### src/rtl/uart_pkg.sv
// Shared definitions for the UART Avalon-MM CSR block: register map, IRQ bit
// positions, bus FSM states and the character-width clamp helper.
package uart_pkg;

    localparam logic [2:0] ADDR_CONTROL  = 3'd0;
    localparam logic [2:0] ADDR_BAUD     = 3'd1;
    localparam logic [2:0] ADDR_TX_FILL  = 3'd2;
    localparam logic [2:0] ADDR_RX_FILL  = 3'd3;
    localparam logic [2:0] ADDR_TX_DATA  = 3'd4;
    localparam logic [2:0] ADDR_RX_DATA  = 3'd5;
    localparam logic [2:0] ADDR_IRQ_EN   = 3'd6;
    localparam logic [2:0] ADDR_IRQ_STAT = 3'd7;

    localparam int IRQ_RX_NOT_EMPTY = 0;
    localparam int IRQ_TX_EMPTY     = 1;
    localparam int IRQ_RX_OVERRUN   = 2;
    localparam int IRQ_TX_OVERFLOW  = 3;
    localparam int IRQ_W            = 4;

    localparam logic [3:0] DBITS_MIN = 4'd5;

    typedef enum logic [1:0] {
        IDLE    = 2'd0,
        ACK     = 2'd1,
        RX_WAIT = 2'd2
    } bus_state_t;

    // Character widths outside the legal window fall back to the widest one.
    function automatic logic [3:0] clamp_dbits(input logic [3:0] req,
                                               input logic [3:0] max_bits);
        return ((req < DBITS_MIN) || (req > max_bits)) ? max_bits : req;
    endfunction

endpackage

### src/rtl/uart_irq_ctrl.sv
// Interrupt status/enable registers and the registered level interrupt output.
// Bits 0/1 mirror live FIFO flags; bits 2/3 are sticky and write-one-to-clear.
module uart_irq_ctrl
    import uart_pkg::*;
(
    input  logic              clk,
    input  logic              reset_n,
    input  logic              fifo_rx_empty_i,
    input  logic              fifo_tx_empty_i,
    input  logic              rx_overrun_i,
    input  logic              tx_overflow_i,
    input  logic              en_we_i,
    input  logic [IRQ_W-1:0]  en_wdata_i,
    input  logic              clr_overrun_i,
    input  logic              clr_overflow_i,
    output logic [IRQ_W-1:0]  irq_en_o,
    output logic [IRQ_W-1:0]  irq_stat_o,
    output logic              irq_o
);

    logic [IRQ_W-1:0] en_q, en_d;
    logic             overrun_q, overrun_d;
    logic             overflow_q, overflow_d;
    logic             irq_q, irq_d;
    logic [IRQ_W-1:0] stat_cur, stat_d;

    always_comb begin
        en_d       = en_we_i ? en_wdata_i : en_q;
        // A set arriving in the same cycle as a clear must survive.
        overrun_d  = rx_overrun_i  | (overrun_q  & ~clr_overrun_i);
        overflow_d = tx_overflow_i | (overflow_q & ~clr_overflow_i);

        stat_cur                   = '0;
        stat_cur[IRQ_RX_NOT_EMPTY] = ~fifo_rx_empty_i;
        stat_cur[IRQ_TX_EMPTY]     = fifo_tx_empty_i;
        stat_cur[IRQ_RX_OVERRUN]   = overrun_q;
        stat_cur[IRQ_TX_OVERFLOW]  = overflow_q;

        stat_d                     = stat_cur;
        stat_d[IRQ_RX_OVERRUN]     = overrun_d;
        stat_d[IRQ_TX_OVERFLOW]    = overflow_d;

        // Built from next-state values so irq_o rises one clock after the cause.
        irq_d = |(stat_d & en_d);
    end

    always_ff @(posedge clk or negedge reset_n) begin
        if (!reset_n) begin
            en_q       <= '0;
            overrun_q  <= 1'b0;
            overflow_q <= 1'b0;
            irq_q      <= 1'b0;
        end else begin
            en_q       <= en_d;
            overrun_q  <= overrun_d;
            overflow_q <= overflow_d;
            irq_q      <= irq_d;
        end
    end

    assign irq_en_o   = en_q;
    assign irq_stat_o = stat_cur;
    assign irq_o      = irq_q;

endmodule

### src/rtl/uart_avmm_csr.sv
// Avalon-MM CSR front end for a UART: configuration registers, TX push, RX pop
// with variable-latency read data, and the interrupt controller.
module uart_avmm_csr
    import uart_pkg::*;
#(
    parameter int          DATA_BITS      = 8,
    parameter int          FILL_W         = 16,
    parameter logic [11:0] BAUD_FREQ_RST  = 12'h001,
    parameter logic [15:0] BAUD_LIMIT_RST = 16'h0001
) (
    input  logic                 clk,
    input  logic                 reset_n,

    input  logic                 avmms_write_i,
    input  logic                 avmms_read_i,
    input  logic [2:0]           avmms_address_i,
    input  logic [31:0]          avmms_writedata_i,
    input  logic [3:0]           avmms_byteenable_i,
    output logic                 avmms_waitrequest_o,
    output logic [31:0]          avmms_readdata_o,

    output logic                 cr_pbit,
    output logic                 cr_ptype,
    output logic [1:0]           cr_sbit,
    output logic [3:0]           cr_dbits,
    output logic [11:0]          cr_baud_freq,
    output logic [15:0]          cr_baud_limit,

    input  logic                 fifo_tx_empty,
    input  logic                 fifo_tx_full,
    input  logic [FILL_W-1:0]    fifo_tx_fill,
    output logic [DATA_BITS-1:0] tx_data,
    output logic                 tx_valid,

    input  logic                 fifo_rx_empty,
    input  logic                 fifo_rx_full,
    input  logic [FILL_W-1:0]    fifo_rx_fill,
    input  logic                 rx_overrun_i,
    output logic                 rx_read,
    input  logic [DATA_BITS:0]   rx_readdata,
    input  logic                 rx_readdatavalid,

    output logic                 irq_o,
    output logic [1:0]           fsm_state_o
);

    localparam logic [3:0] DBITS_MAX = 4'(DATA_BITS);

    bus_state_t           state_q;
    logic                 wait_q;
    logic [31:0]          rdata_q;
    logic                 tx_valid_q;
    logic [DATA_BITS-1:0] tx_data_q;
    logic                 rx_read_q;

    logic                 pbit_q, ptype_q;
    logic [1:0]           sbit_q;
    logic [3:0]           dbits_q;
    logic [11:0]          freq_q;
    logic [15:0]          limit_q;

    logic                 wr_en, rd_en;
    logic                 tx_push, tx_drop;
    logic                 irq_en_we, irq_w1c_we;
    logic [31:0]          rd_mux;
    logic [31:0]          rx_word;
    logic [IRQ_W-1:0]     irq_en, irq_stat;
    logic                 unused_wdata;

    assign unused_wdata = ^avmms_writedata_i[31:28];

    // Requests are only sampled in IDLE; a write wins if both strobes are high.
    always_comb begin
        wr_en      = (state_q == IDLE) && avmms_write_i;
        rd_en      = (state_q == IDLE) && !avmms_write_i && avmms_read_i;
        tx_push    = wr_en && (avmms_address_i == ADDR_TX_DATA) && !fifo_tx_full;
        tx_drop    = wr_en && (avmms_address_i == ADDR_TX_DATA) && fifo_tx_full;
        irq_en_we  = wr_en && (avmms_address_i == ADDR_IRQ_EN) && avmms_byteenable_i[0];
        irq_w1c_we = wr_en && (avmms_address_i == ADDR_IRQ_STAT) && avmms_byteenable_i[0];
        rx_word    = {1'b1, {(30-DATA_BITS){1'b0}}, rx_readdata};

        rd_mux = '0;
        case (avmms_address_i)
            ADDR_CONTROL:  rd_mux = {16'h0, dbits_q, sbit_q, ptype_q, pbit_q, 4'h0,
                                     fifo_tx_full, fifo_tx_empty, fifo_rx_full, fifo_rx_empty};
            ADDR_BAUD:     rd_mux = {4'h0, freq_q, limit_q};
            ADDR_TX_FILL:  rd_mux = 32'(fifo_tx_fill);
            ADDR_RX_FILL:  rd_mux = 32'(fifo_rx_fill);
            ADDR_IRQ_EN:   rd_mux = {{(32-IRQ_W){1'b0}}, irq_en};
            ADDR_IRQ_STAT: rd_mux = {{(32-IRQ_W){1'b0}}, irq_stat};
            default:       rd_mux = '0;
        endcase
    end

    // Bus FSM; waitrequest drops only for the single ACK cycle.
    always_ff @(posedge clk or negedge reset_n) begin
        if (!reset_n) begin
            state_q    <= IDLE;
            wait_q     <= 1'b1;
            rdata_q    <= '0;
            tx_valid_q <= 1'b0;
            tx_data_q  <= '0;
            rx_read_q  <= 1'b0;
        end else begin
            wait_q     <= 1'b1;
            tx_valid_q <= 1'b0;
            rx_read_q  <= 1'b0;
            case (state_q)
                IDLE: begin
                    if (wr_en) begin
                        state_q <= ACK;
                        wait_q  <= 1'b0;
                        rdata_q <= '0;
                        if (tx_push) begin
                            tx_valid_q <= 1'b1;
                            tx_data_q  <= avmms_writedata_i[DATA_BITS-1:0];
                        end
                    end else if (rd_en) begin
                        if ((avmms_address_i == ADDR_RX_DATA) && !fifo_rx_empty) begin
                            state_q   <= RX_WAIT;
                            rx_read_q <= 1'b1;
                        end else begin
                            state_q <= ACK;
                            wait_q  <= 1'b0;
                            rdata_q <= rd_mux;
                        end
                    end
                end
                RX_WAIT: begin
                    if (rx_readdatavalid) begin
                        state_q <= ACK;
                        wait_q  <= 1'b0;
                        rdata_q <= rx_word;
                    end
                end
                ACK:     state_q <= IDLE;
                default: state_q <= IDLE;
            endcase
        end
    end

    // Configuration registers, written lane by lane.
    always_ff @(posedge clk or negedge reset_n) begin
        if (!reset_n) begin
            pbit_q  <= 1'b0;
            ptype_q <= 1'b0;
            sbit_q  <= 2'b00;
            dbits_q <= DBITS_MAX;
            freq_q  <= BAUD_FREQ_RST;
            limit_q <= BAUD_LIMIT_RST;
        end else if (wr_en) begin
            if ((avmms_address_i == ADDR_CONTROL) && avmms_byteenable_i[1]) begin
                pbit_q  <= avmms_writedata_i[8];
                ptype_q <= avmms_writedata_i[9];
                sbit_q  <= avmms_writedata_i[11:10];
                dbits_q <= clamp_dbits(avmms_writedata_i[15:12], DBITS_MAX);
            end
            if (avmms_address_i == ADDR_BAUD) begin
                if (avmms_byteenable_i[0]) limit_q[7:0]  <= avmms_writedata_i[7:0];
                if (avmms_byteenable_i[1]) limit_q[15:8] <= avmms_writedata_i[15:8];
                if (avmms_byteenable_i[2]) freq_q[7:0]   <= avmms_writedata_i[23:16];
                if (avmms_byteenable_i[3]) freq_q[11:8]  <= avmms_writedata_i[27:24];
            end
        end
    end

    uart_irq_ctrl u_irq (
        .clk             (clk),
        .reset_n         (reset_n),
        .fifo_rx_empty_i (fifo_rx_empty),
        .fifo_tx_empty_i (fifo_tx_empty),
        .rx_overrun_i    (rx_overrun_i),
        .tx_overflow_i   (tx_drop),
        .en_we_i         (irq_en_we),
        .en_wdata_i      (avmms_writedata_i[IRQ_W-1:0]),
        .clr_overrun_i   (irq_w1c_we && avmms_writedata_i[IRQ_RX_OVERRUN]),
        .clr_overflow_i  (irq_w1c_we && avmms_writedata_i[IRQ_TX_OVERFLOW]),
        .irq_en_o        (irq_en),
        .irq_stat_o      (irq_stat),
        .irq_o           (irq_o)
    );

    assign avmms_waitrequest_o = wait_q;
    assign avmms_readdata_o    = rdata_q;
    assign tx_valid            = tx_valid_q;
    assign tx_data             = tx_data_q;
    assign rx_read             = rx_read_q;
    assign cr_pbit             = pbit_q;
    assign cr_ptype            = ptype_q;
    assign cr_sbit             = sbit_q;
    assign cr_dbits            = dbits_q;
    assign cr_baud_freq        = freq_q;
    assign cr_baud_limit       = limit_q;
    assign fsm_state_o         = state_q;

endmodule

### config.mk
export PLATFORM = sky130hd
export DESIGN_NAME = uart_avmm_csr
export DESIGN_NICKNAME = d
export VERILOG_FILES = /design/src/rtl/uart_pkg.sv /design/src/rtl/uart_irq_ctrl.sv /design/src/rtl/uart_avmm_csr.sv
export SDC_FILE = /design/constraint.sdc
export NUM_CORES = 1
export LEC_CHECK = 0
export ABC_AREA = 1
export CAP_MARGIN = 20
export CORE_UTILIZATION = 43
export CTS_CLUSTER_SIZE = 10
export DETAILED_ROUTE_END_ITERATION = 10
export PLACE_DENSITY = 0.87
export SLEW_MARGIN = 5
export SYNTH_ARGS = -nofsm -noshare
export SYNTH_HDL_FRONTEND = slang
export SYNTH_SLANG_ARGS = --single-unit
### constraint.sdc
create_clock -name clk -period 1.95 [get_ports clk]
set_input_delay 0.39 -clock clk [delete_from_list [all_inputs] [get_ports clk]]
set_output_delay 0.39 -clock clk [all_outputs]
set_load 0.01 [all_outputs]
# Word-level counts from Yosys, hierarchy flattened
# Index checks and enable logic that the tools add are counted.
# Widths: inputs -> output; s select.
[totals]
reg_bits = 88
in_bits = 90
out_inout_bits = 82
[op_classes]
order_cmp = 2
n_eq_ne = 11
mux = 24
n_bitwise = 8
reduce_logical = 30
[ops]
columns = ["op", "count"]
rows = [
  ["$pmux 28 s6", 1],
  ["$mux 32", 4],
  ["$pmux 32 s2", 1],
  ["$reduce_and 3->1", 5],
  ["$logic_and 1x1->1", 14],
  ["$eq 3x3->1 const B", 4],
  ["$mux 1", 10],
  ["$mux 2", 4],
  ["$mux 4", 2],
  ["$eq 3x2->1 const B", 2],
  ["$ne 3x3->1 const B", 2],
  ["$and 4x4->4", 1],
  ["$gt 4x4->1 const B", 1],
  ["$lt 4x3->1 const B", 1],
  ["$pmux 2 s2", 1],
  ["$reduce_and 2->1", 2],
  ["$reduce_and 4->1", 1],
  ["$reduce_or 4->1", 1],
  ["$eq 3x1->1 const B", 1],
  ["$logic_not 1->1", 3],
  ["$logic_not 3->1", 1],
  ["$not 1->1", 3],
  ["$and 1x1->1", 2],
  ["$eq 2x2->1 const B", 1],
  ["6 further kinds", 7],
]

# Longest topological paths before layout
[depth]
word_depth = 10
depth_mapped = 11
ltp_nobuf = 10

# Modules after synthesis
# Synthesis repeated with hierarchy kept, for this count alone.
[hier_totals]
cells_unflattened = 532
hier_area_um2 = 4165.2
[modules_own_cells]
columns = ["module", "instances", "cells_each", "area_per_inst_um2", "seq_area_each_um2"]
rows = [
  ["uart_avmm_csr", 1, 487, 3826.2, 1956.9],
  ["uart_irq_ctrl", 1, 45, 339.1, 175.2],
]

# Least setup slack after synthesis
# No wires, ideal clock.
[synth_timing]
path_kind = "input-to-reg"
from = "input avmms_address_i[2]"
to = "register limit_q[7], in the netlist cr_baud_limit[7]"
t_arrival_ns = 1.409
required_time_ns = 1.825
path_slack_ns = 0.416
path_stages = 5
n_path_buf = 1
path_cell_list = "buf_4 > nor3_4 > inv_2 > nor2_4 > mux2_2"
[synth_via]
elab_chain_len = 2
[synth_rtl]
columns = ["item", "line", "source"]
rows = [
  ["from (decl)", "uart_avmm_csr.sv:16", "input logic [2:0] avmms_address_i,"],
  ["$eq 3x1->1", "uart_avmm_csr.sv:158", "if (avmms_address_i == ADDR_BAUD) begin"],
  ["$reduce_and 3->1 (no source line)", "n/a", ""],
  ["to (signal assigned)", "uart_avmm_csr.sv:159", "if (avmms_byteenable_i[0]) limit_q[7:0] <= avmms_writedata_i[7:0];"],
  ["to (decl)", "uart_avmm_csr.sv:60", "logic [15:0] limit_q;"],
]
# No other way between the ends.
# A chain may end at the register's enable or synchronous reset.

# Final worst setup path
[layout_timing]
from = "register freq_q[0], in the netlist cr_baud_freq[0]"
to = "output cr_baud_freq[0]"
[layout_rtl]
columns = ["item", "line", "source"]
rows = [
  ["from (decl)", "uart_avmm_csr.sv:59", "logic [11:0] freq_q;"],
  ["from (signal assigned)", "uart_avmm_csr.sv:161", "if (avmms_byteenable_i[2]) freq_q[7:0] <= avmms_writedata_i[23:16];"],
  ["to (decl)", "uart_avmm_csr.sv:26", "output logic [11:0] cr_baud_freq,"],
]
# No word-level cell between the ends.

==> impl_metrics.ini <==
[status]
status = finished clean

[layout]
layout.area.seq_sq_mm = 0.00213
layout.nets = 799
antennaDiodeCount = 0
multi_input_area_sq_mm = 0.00158
finish.utilization = 0.707
postLayoutCellArea_sq_mm = 0.00629
drive_above_1_share = 0.108
area_growth_syn_to_layout_pct = 56.9
fillerInstances = 682

[power]
cell_internal_pwr_mw = 4.58
power_frac_comb = 0.421
switching_portion_of_total_power = 0.348
pwr_density_cell_mw_per_mm2 = 1120
worst_ir_drop_vdd_mv = 0.611
p_sw_mw = 2.45
power.share.sequential = 0.395
p_clk_frac = 0.184
leakagePower_nw = 3.05

[logic_synthesis]
synth_cells = 507
synth_area_leader_cell = dfrtp_1
mappedNetlistArea_sq_mm = 0.00401
netlist_cell_types = 26
total_number_of_yosys_warnings = 0
yosys_register_bits = 85
syn_area_per_cell_sq_um = 7.91
synthDominantCellAreaShare = 0.506
ys_seq_area_frac = 0.532
ys_top_cells_by_area = dfrtp_1, nand2_1, o21ai_0

[routing]
vias = 4158
met3_wirelength_microns = 661
wire_length_on_met2_microns = 6280
ant_nets = 0
drt_drc_violations_left = 0
wirelength_met1_microns = 5260
via_per_instance_ratio = 5.06
detailedRoute.firstPassIterationCount = 5
detail_route.wirelength_microns = 12500
top_layer = met4
drt-initial-drc-count = 195
routedWlPerCell_microns = 15.2

[run]
maxCapViolations = 0

[timing]
final-hold-violation-count = 0
finClkSkew_ns = 0.0115
finalHoldWorstSlack_ns = 0.489
setup_violations = 0
final.period_utilization = 0.949
max_clock_freq_ghz = 0.540
post-route-min-period_ns = 1.85
slew_viol_final = 0
rsz0062_at_grt = false

[placement]
buffer_ports.inserted = 164
gp_routability_congestion = 0.904
postPlaceCellArea_sq_mm = 0.00607
place_hpwl_microns = 9660

[setup_path]
crit_buf_inv = 1
critical_path.endpoint_type = primary output
critical_path.startpoint_type = flip-flop
critical_path_class = flip-flop to primary output
critical_path_peak_fanout = 3
critical_path.top_delay_family = flip-flops
critical_path_arrival_ns = 1.46
critical_path.cell_chain = clkdlybuf4s50_1
crit_required_ns = 1.56
crit_slowest_cell = dfstp_2
worst_path_largest_cell_delay_ns = 0.56

[clock_network]
post_cts_resized = 0
cts.path.max_buffers = 2
clkLatencyLatePin_ns = 0.35
cts.htree.levels = 3
cts_num_sinks = 85
post_cts_buffers = 0
clock_tree_from_tritoncts = done
clk_pin_slew_worst_paths_ns = 0.09
root_buf_cell = clkbuf_8
cts_inserted_buffers = 9

[floorplanning]
chipWidth_microns = 98.6
initial_core_util = 0.451
ioPinCount = 172
design.die.area_sq_mm = 0.00971
core_region_area_sq_mm = 0.00889
rows = 34
die_height_microns = 98.6

[global_route]
grt_pass1_vias = 4297
grt.total_usage = 0.269
grt_pass1_wl_microns = 20400
grt_start_max_net_pins = 42
overflow = 0
antenna_found_initial = 0

[min_path]
worstHoldPathType = flip-flop to flip-flop
[worst paths after layout]
kind                                                  start                               end  slack [ns]  cells past startpoint
hold reg to reg            avmms_readdata_o[15]$_DFFE_PN0P_  avmms_readdata_o[15]$_DFFE_PN0P_        0.49                      2
min in group asynchronous                           reset_n            tx_data[2]$_DFFE_PN0P_        0.52                      2
setup reg to reg                 fsm_state_o[1]$_DFFE_PN0P_           cr_dbits[0]$_DFFE_PN0P_        0.27                      8
hold / removal             avmms_readdata_o[15]$_DFFE_PN0P_  avmms_readdata_o[15]$_DFFE_PN0P_        0.49                      2
max in group asynchronous                           reset_n     avmms_waitrequest_o$_DFF_PN1_        0.78                      3
setup / recovery                cr_baud_freq[0]$_DFFE_PN1P_                   cr_baud_freq[0]         0.1                      1
[sequential cells by signal (all words and copies together) (netlist names), 2 cells and up]
| name | cells |
|---|---|
| cr_sbit | 2 |
| tx_data | 8 |
| cr_baud_freq | 12 |
| u_irq.irq_en_o | 4 |
| cr_baud_limit | 16 |
| fsm_state_o | 2 |
| avmms_readdata_o | 29 |
| cr_dbits | 4 |
[area by class of cell]
cell class | count | area share
Multi-Input combinational cell | 355 | 0.252
Clock inverter | 6 | 0.0111
Inverter | 51 | 0.0304
Clock buffer | 10 | 0.0219
Sequential cell | 85 | 0.339
Tap cell | 108 | 0.0215
Timing Repair Buffer | 207 | 0.324
[placed cells by master (no fill, tap or decap), types with 6 or more instances in the layout]
| master | instances |
|---|---|
| a21oi_1 | 9 |
| buf_12 | 6 |
| buf_4 | 37 |
| clkbuf_8 | 10 |
| clkdlybuf4s50_1 | 163 |
| dfrtp_1 | 81 |
| inv_1 | 46 |
| nand2_1 | 206 |
| nand3_1 | 36 |
| nor2_1 | 27 |
| o21ai_0 | 44 |
[synth_stat cells]
master,count
nor2_2,2
nor3_4,3
buf_2,7
o2111ai_1,5
dfstp_2,4
nor2_4,3
clkbuf_1,2
nor4_1,1
and2_1,2
o22ai_1,5
nand2_2,1
o21ai_0,44
inv_2,4
nand4_1,5
buf_4,9
mux2_2,1
a22oi_1,1
dfrtp_1,81
conb_1,1
nand2_1,206
clkinv_1,1
a21oi_1,9
nor2_1,27
or2_1,1
nand3_1,36
inv_1,46
[per-layer routing]
metal  vias to the layer above  global-route usage
met2                       170               0.469
met3                        24              0.0312
met5                         -                   0
met4                         0               0.113
li1                       2004                   -
met1                      1960               0.342
[kinds of logic (layout without fill, tap and decap cells)]
group | count (synthesis) | count (layout) | synth area share
DFF | 85 | 85 | 0.532
muxes | 1 | 1 | 0.00281
other | 1 | 3 | 0.000935
and+or+nand+nor | 287 | 287 | 0.302
AOI/OAI and AO/OA | 64 | 64 | 0.0868
buffers and inverters | 69 | 274 | 0.0752
[what timing repair did]
item	4_1_cts	5_1_grt
hold endpoints to repair	28	0
setup endpoints to repair	0	0
hold buffers	1	0
[through the flow]
step	worst slack, ns	total power, mW	TNS (ns)	cells
6_report	0.0998	7.02	0	822
5_1_grt	0.0718	7.44	0	822
4_1_cts	0.0908	7.05	0	822
3_5_place_dp	-0.149	5.76	-3.12	805
3_3_place_gp	-0.106	5.64	-1.27	805
2_1_floorplan	0.416	3.90	0	509
[power by group through the flow]
stage / Clock (mW) / Sequential (mW) / Combinational (mW)
detailed placement: 0 / 2.79 / 2.96
CTS: 1.31 / 2.77 / 2.98
global route: 1.38 / 2.85 / 3.21
finish: 1.29 / 2.77 / 2.96
global placement: 0 / 2.77 / 2.87
floorplan: 0 / 2.99 / 0.904
No activity file was read; power rests on OpenSTA's default activity.
